===== config.mk =====
export PLATFORM = sky130hd
export DESIGN_NAME = pixel_unpacker
export DESIGN_NICKNAME = d
export VERILOG_FILES = /design/src/rtl/pixel_unpacker.sv
export SDC_FILE = /design/constraint.sdc
export NUM_CORES = 1
export LEC_CHECK = 0
export ABC_AREA = 1
export BUFFER_PORTS_ARGS = -buffer_cell sky130_fd_sc_hd__buf_4
export CAP_MARGIN = 10
export CORE_MARGIN = 5
export CORE_UTILIZATION = 56
export DETAILED_ROUTE_END_ITERATION = 12
export MAX_ROUTING_LAYER = met4
export PLACE_DENSITY = 0.82
export SLEW_MARGIN = 40
export SYNTH_ARGS = -nofsm -noshare
export SYNTH_HDL_FRONTEND = slang
export SYNTH_SLANG_ARGS = --single-unit

===== constraint.sdc =====
create_clock -name clk -period 4.45 [get_ports clk]
set_clock_uncertainty 0.2 [all_clocks]
set_input_delay 0.2225 -clock clk [delete_from_list [all_inputs] [get_ports clk]]
set_output_delay 0.2225 -clock clk [all_outputs]
set_load 0.02 [all_outputs]

===== src/rtl/pixel_unpacker.sv =====
// pixel_unpacker: splits packed multi-pixel words into a one-pixel-per-cycle
// stream. A single hold register sits in front of an output shift register, so
// the next word is always staged before the current one runs out. A column
// counter flags the final pixel of each image line with m_last.
module pixel_unpacker #(
    parameter int WORD_BYTES = 5,
    parameter int LINE_WIDTH = 640
) (
    input  logic                      clk,
    input  logic                      rst,
    input  logic                      s_valid,
    output logic                      s_ready,
    input  logic [8*WORD_BYTES-1:0]   s_data,
    output logic                      m_valid,
    input  logic                      m_ready,
    output logic [7:0]                m_data,
    output logic                      m_last,
    output logic                      busy
);

    localparam int DATA_W = 8 * WORD_BYTES;
    localparam int CNT_W  = $clog2(WORD_BYTES + 1);
    localparam int COL_W  = $clog2(LINE_WIDTH);

    localparam logic [CNT_W-1:0] CNT_FULL = CNT_W'(WORD_BYTES);
    localparam logic [CNT_W-1:0] CNT_ONE  = CNT_W'(1);
    localparam logic [COL_W-1:0] COL_LAST = COL_W'(LINE_WIDTH - 1);

    logic [DATA_W-1:0] hold_data;
    logic              hold_valid;
    logic [DATA_W-1:0] shreg;
    logic [CNT_W-1:0]  cnt;
    logic [COL_W-1:0]  col;

    logic in_hs;
    logic out_hs;
    logic reload;

    // Outputs are taken straight from registers; s_ready never sees m_ready.
    assign s_ready = !hold_valid && !rst;
    assign m_valid = (cnt != '0);
    assign m_data  = shreg[7:0];
    assign m_last  = m_valid && (col == COL_LAST);
    assign busy    = hold_valid || (cnt != '0);

    // Handshake and reload decode for the current cycle.
    always_comb begin
        in_hs  = s_valid && s_ready;
        out_hs = m_valid && m_ready;
        // Reload as soon as the shifter is empty, or in the same cycle its
        // last pixel leaves, so back-to-back words stream without a bubble.
        reload = hold_valid && ((cnt == '0) || ((cnt == CNT_ONE) && out_hs));
    end

    // Hold payload: only meaningful while hold_valid is set.
    // NOTE: hold_data is deliberately left out of reset -- hold_valid qualifies
    // it, so clearing the payload would only add reset fan-out for no benefit.
    always_ff @(posedge clk) begin
        if (in_hs) begin
            hold_data <= s_data;
        end
    end

    // Hold flag, shift register, remaining-pixel count and column counter.
    // NOTE: all state here uses non-blocking assignments so every register
    // samples the pre-edge values, independent of statement order.
    always_ff @(posedge clk) begin
        if (rst) begin
            hold_valid <= 1'b0;
            shreg      <= '0;
            cnt        <= '0;
            col        <= '0;
        end else begin
            // in_hs and reload are mutually exclusive: in_hs needs an empty
            // hold register, reload needs a full one.
            if (in_hs) begin
                hold_valid <= 1'b1;
            end

            if (reload) begin
                shreg      <= hold_data;
                cnt        <= CNT_FULL;
                hold_valid <= 1'b0;
            end else if (out_hs) begin
                shreg <= shreg >> 8;
                cnt   <= cnt - CNT_ONE;
            end

            // Line position follows emitted pixels, not word boundaries.
            if (out_hs) begin
                if (col == COL_LAST) begin
                    col <= '0;
                end else begin
                    col <= col + COL_W'(1);
                end
            end
        end
    end

endmodule


==> impl_metrics.prom <==
# TYPE chip_impl_metric gauge
chip_impl_info{name="postSynth.topFlopCell",value="sky130_fd_sc_hd__dfxtp_1"} 1
chip_impl_metric{name="largest_net_degree_at_the_start_of_global_routing",unit=""} 68
chip_impl_metric{name="area.growth.synth_to_final",unit="%"} 24.3
chip_impl_info{name="cts_tree",value="yes"} 1
chip_impl_metric{name="power_leakage",unit="nW"} 1.90
chip_impl_metric{name="mean_routed_wirelength_per_cell",unit="um"} 13.4
chip_impl_metric{name="cts_max_level",unit=""} 3
chip_impl_metric{name="finalMaxSlewViolations",unit=""} 0
chip_impl_metric{name="synth.yosys.warnings",unit=""} 0
chip_impl_metric{name="first_pass_iters",unit=""} 4
chip_impl_metric{name="post_drt_via_cell_ratio",unit=""} 5.14
chip_impl_metric{name="ys_seq_elements",unit=""} 94
chip_impl_metric{name="cts-resized-gates",unit=""} 0
chip_impl_metric{name="cts.sinks",unit=""} 94
chip_impl_metric{name="num-nets-final",unit=""} 530
chip_impl_metric{name="cts_made_buffers",unit=""} 9
chip_impl_metric{name="max-clock-path-buffers",unit=""} 2
chip_impl_metric{name="period_share",unit=""} 0.522
chip_impl_metric{name="antenna_found_initial",unit=""} 0
chip_impl_metric{name="worst-slew-pin-transition",unit="ns"} 0.637
chip_impl_metric{name="number_of_port_buffers",unit=""} 55
chip_impl_info{name="status",value="finished, final reports clean"} 1
chip_impl_metric{name="hold_viol",unit=""} 0
chip_impl_info{name="cp-end-kind",value="register"} 1
chip_impl_info{name="worst_hold_startpoint",value="m_ready"} 1
chip_impl_metric{name="timing.critical_path.arrival",unit="ns"} 2.39
chip_impl_metric{name="design.core.area",unit="mm^2"} 0.00672
chip_impl_metric{name="routed_vias",unit=""} 2913
chip_impl_metric{name="synthesized_netlist_net_count",unit=""} 448
chip_impl_metric{name="postSynth.asyncResetShare",unit=""} 0
chip_impl_metric{name="clk_pin_slew_worst_paths",unit="ns"} 0.09
chip_impl_metric{name="grt_first_pass_wirelength",unit="um"} 12800
chip_impl_metric{name="max_freq",unit="MHz"} 430
chip_impl_metric{name="count_of_flip_flops_with_a_built_in_enable_after_synthesis",unit=""} 40
chip_impl_metric{name="die_width",unit="um"} 92.7
chip_impl_info{name="worstSetupStartpointType",value="register"} 1
chip_impl_metric{name="distinct_cells_synth",unit=""} 27
chip_impl_metric{name="grt_use_total",unit=""} 0.195
chip_impl_metric{name="detail-route-antenna-nets",unit=""} 0
chip_impl_metric{name="path_max_fanout",unit=""} 41
chip_impl_metric{name="synthesis.area_per_instance",unit="um^2"} 9.57
chip_impl_metric{name="num-fill-cells",unit=""} 496
chip_impl_info{name="grt_setup_unrepaired",value="no"} 1
chip_impl_metric{name="hold-path-cell-count",unit=""} 4
chip_impl_metric{name="fraction_of_final_layout_cells_with_drive_strength_greater_than_1",unit=""} 0.170
chip_impl_metric{name="drt_iter0_drc",unit=""} 148
chip_impl_info{name="r2r-start",value="cnt[0]"} 1
chip_impl_metric{name="finalCriticalPeriod",unit="ns"} 2.32
chip_impl_info{name="timing.critical_path.from",value="cnt[0]"} 1
chip_impl_metric{name="detail_route.wirelength",unit="um"} 7570
chip_impl_metric{name="critical_path_required",unit="ns"} 4.51
chip_impl_metric{name="antenna_cells",unit=""} 0
chip_impl_info{name="worstSetupPathType",value="reg2reg"} 1
chip_impl_info{name="cts-root-buf",value="sky130_fd_sc_hd__clkbuf_8"} 1
chip_impl_metric{name="chipHeight",unit="um"} 92.7
chip_impl_metric{name="peak_vdd_ir",unit="mV"} 0.293
chip_impl_metric{name="drv_cap",unit=""} 0
chip_impl_metric{name="setup-tns-final",unit="ns"} 0
chip_impl_metric{name="timing.slew.headroom",unit=""} 0.575
chip_impl_metric{name="multi_input_gate_area_in_the_final_layout",unit="mm^2"} 0.00118
chip_impl_metric{name="hold_buffers",unit=""} 41
chip_impl_metric{name="synth_cells",unit=""} 400
chip_impl_metric{name="drc",unit=""} 0
chip_impl_metric{name="post-cts-setup-buffers",unit=""} 0
chip_impl_metric{name="final_core_utilization",unit=""} 0.708
chip_impl_info{name="hp-class",value="in2reg"} 1
chip_impl_metric{name="regArea",unit="mm^2"} 0.00228
chip_impl_metric{name="reg2reg_depth",unit=""} 9
chip_impl_metric{name="die-area",unit="mm^2"} 0.00859
chip_impl_metric{name="finalSetupViolations",unit=""} 0
chip_impl_metric{name="grt_pass1_vias",unit=""} 2811
chip_impl_metric{name="fp-row-count",unit=""} 30
chip_impl_metric{name="power.density_cell_area",unit="mW/mm^2"} 505
chip_impl_metric{name="top_level_ports",unit=""} 56
chip_impl_metric{name="gp_routability_congestion",unit=""} 0.758
chip_impl_metric{name="synthesis.area",unit="mm^2"} 0.00383
chip_impl_metric{name="grt-ovfl-total",unit=""} 0
chip_impl_metric{name="dp_hpwl",unit="um"} 4500
chip_impl_metric{name="clock_latency",unit="ns"} 0.35
chip_impl_metric{name="seq_area_frac_synth",unit=""} 0.596
chip_impl_metric{name="initial_cell_density_of_the_core",unit=""} 0.570
## metal layers
layer	vias up	GRT usage	share of wire	wire [um]
met3	11	0.0317	0.042	317
met4	0	0.0696	0.014	108
met2	72	0.340	0.53	3980
li1	1491	-	-	-
met5	-	-	0	0
met1	1339	0.229	0.42	3160
## flip-flops by register name, indices dropped and copies added (netlist names)
name / flops
hold_data: 40
shreg: 40
col: 10
cnt: 3
hold_valid: 1
## report_power, final
part | internal [mW] | leakage [nW] | switching, mW
Clock | 0.199 | 0.0805 | 0.274
Combinational | 0.299 | 1.01 | 0.525
Sequential | 1.03 | 0.810 | 0.0708
Total | 1.53 | 1.90 | 0.870
## cells by family after synthesis
group,Yosys count,synth area share
XOR/XNOR,2,0.00458
adder cells (fa/ha/maj),4,0.0131
flip-flops,94,0.596
buffers and inverters,78,0.0984
AO/OA/AOI/OAI,88,0.140
AND/OR/NAND/NOR,134,0.148
## final cells by class
| class | count | share of cell area |
|---|---|---|
| Clock buffer | 11 | 0.0276 |
| Tap cell | 80 | 0.0210 |
| Timing Repair Buffer | 98 | 0.178 |
| Multi-Input combinational cell | 228 | 0.248 |
| Clock inverter | 5 | 0.00552 |
| Inverter | 51 | 0.0402 |
| Sequential cell | 94 | 0.479 |
## final timing paths
check	to	slack, ns
worst min-delay path	col[1]	0.06
worst min register to register	shreg[35]	0.27
worst max register to register	shreg[17]	2.13
worst max-delay path	shreg[17]	2.13
## synth_stat cells, types with 2 or more instances
| library cell | count | area share |
|---|---|---|
| sky130_fd_sc_hd__buf_2 | 4 | 0.0052 |
| sky130_fd_sc_hd__ha_1 | 4 | 0.013 |
| sky130_fd_sc_hd__nor3_1 | 4 | 0.0052 |
| sky130_fd_sc_hd__clkbuf_1 | 7 | 0.0069 |
| sky130_fd_sc_hd__nand3_1 | 12 | 0.016 |
| sky130_fd_sc_hd__o21ai_0 | 4 | 0.0052 |
| sky130_fd_sc_hd__dfxtp_1 | 54 | 0.28 |
| sky130_fd_sc_hd__a21oi_1 | 49 | 0.064 |
| sky130_fd_sc_hd__edfxtp_1 | 40 | 0.31 |
| sky130_fd_sc_hd__xnor2_1 | 2 | 0.0046 |
| sky130_fd_sc_hd__o211ai_1 | 32 | 0.063 |
| sky130_fd_sc_hd__nand4_1 | 2 | 0.0033 |
| sky130_fd_sc_hd__buf_6 | 6 | 0.018 |
| sky130_fd_sc_hd__nand2_1 | 95 | 0.093 |
| sky130_fd_sc_hd__nand2_4 | 2 | 0.0059 |
| sky130_fd_sc_hd__nor2_1 | 14 | 0.014 |
| sky130_fd_sc_hd__buf_4 | 9 | 0.018 |
| sky130_fd_sc_hd__nor2_4 | 2 | 0.0059 |
| sky130_fd_sc_hd__inv_2 | 4 | 0.0039 |
| sky130_fd_sc_hd__inv_1 | 47 | 0.046 |
## placed cells by master (no fill, tap or decap), types with 2 or more instances in the layout
master and instances:
sky130_fd_sc_hd__nand2_1 94, sky130_fd_sc_hd__nor3_1 3, sky130_fd_sc_hd__nand4_1 2, sky130_fd_sc_hd__edfxtp_1 40
sky130_fd_sc_hd__inv_1 47, sky130_fd_sc_hd__inv_2 4, sky130_fd_sc_hd__ha_1 4, sky130_fd_sc_hd__o21ai_0 4
sky130_fd_sc_hd__dlygate4sd3_1 41, sky130_fd_sc_hd__xnor2_1 2, sky130_fd_sc_hd__nor2_4 2, sky130_fd_sc_hd__clkbuf_1 2
sky130_fd_sc_hd__dfxtp_1 54, sky130_fd_sc_hd__a21oi_1 49, sky130_fd_sc_hd__clkbuf_8 9, sky130_fd_sc_hd__buf_4 56
sky130_fd_sc_hd__nor2_1 14, sky130_fd_sc_hd__nand3_1 12, sky130_fd_sc_hd__clkinv_2 3, sky130_fd_sc_hd__o211ai_1 32
sky130_fd_sc_hd__nand2_4 3
## through the flow
step,power [mW],setup WS [ns],hold slack (ns),std cells,area (um^2)
floorplan,1.77,0.547,0.121,400,3830
global placement,1.86,1.96,0.201,509,4170
detailed placement,1.89,1.91,0.202,509,4180
CTS,2.38,1.89,0.0461,566,4740
global route,2.56,1.94,0.0687,567,4760
finish,2.40,2.13,0.0574,567,4760
## critical path, cell delays in order (launching register included)
cell                      delay [ns]
sky130_fd_sc_hd__dfxtp_1        0.34
sky130_fd_sc_hd__inv_1          0.09
sky130_fd_sc_hd__ha_1           0.22
sky130_fd_sc_hd__nand2_4        0.09
sky130_fd_sc_hd__nand2_4        0.13
sky130_fd_sc_hd__o21ai_4        0.15
sky130_fd_sc_hd__buf_8          0.20
sky130_fd_sc_hd__inv_2          0.48
sky130_fd_sc_hd__nand2_1        0.13
sky130_fd_sc_hd__a21oi_1        0.21
Note: power is estimated with default switching activity, not from simulation.
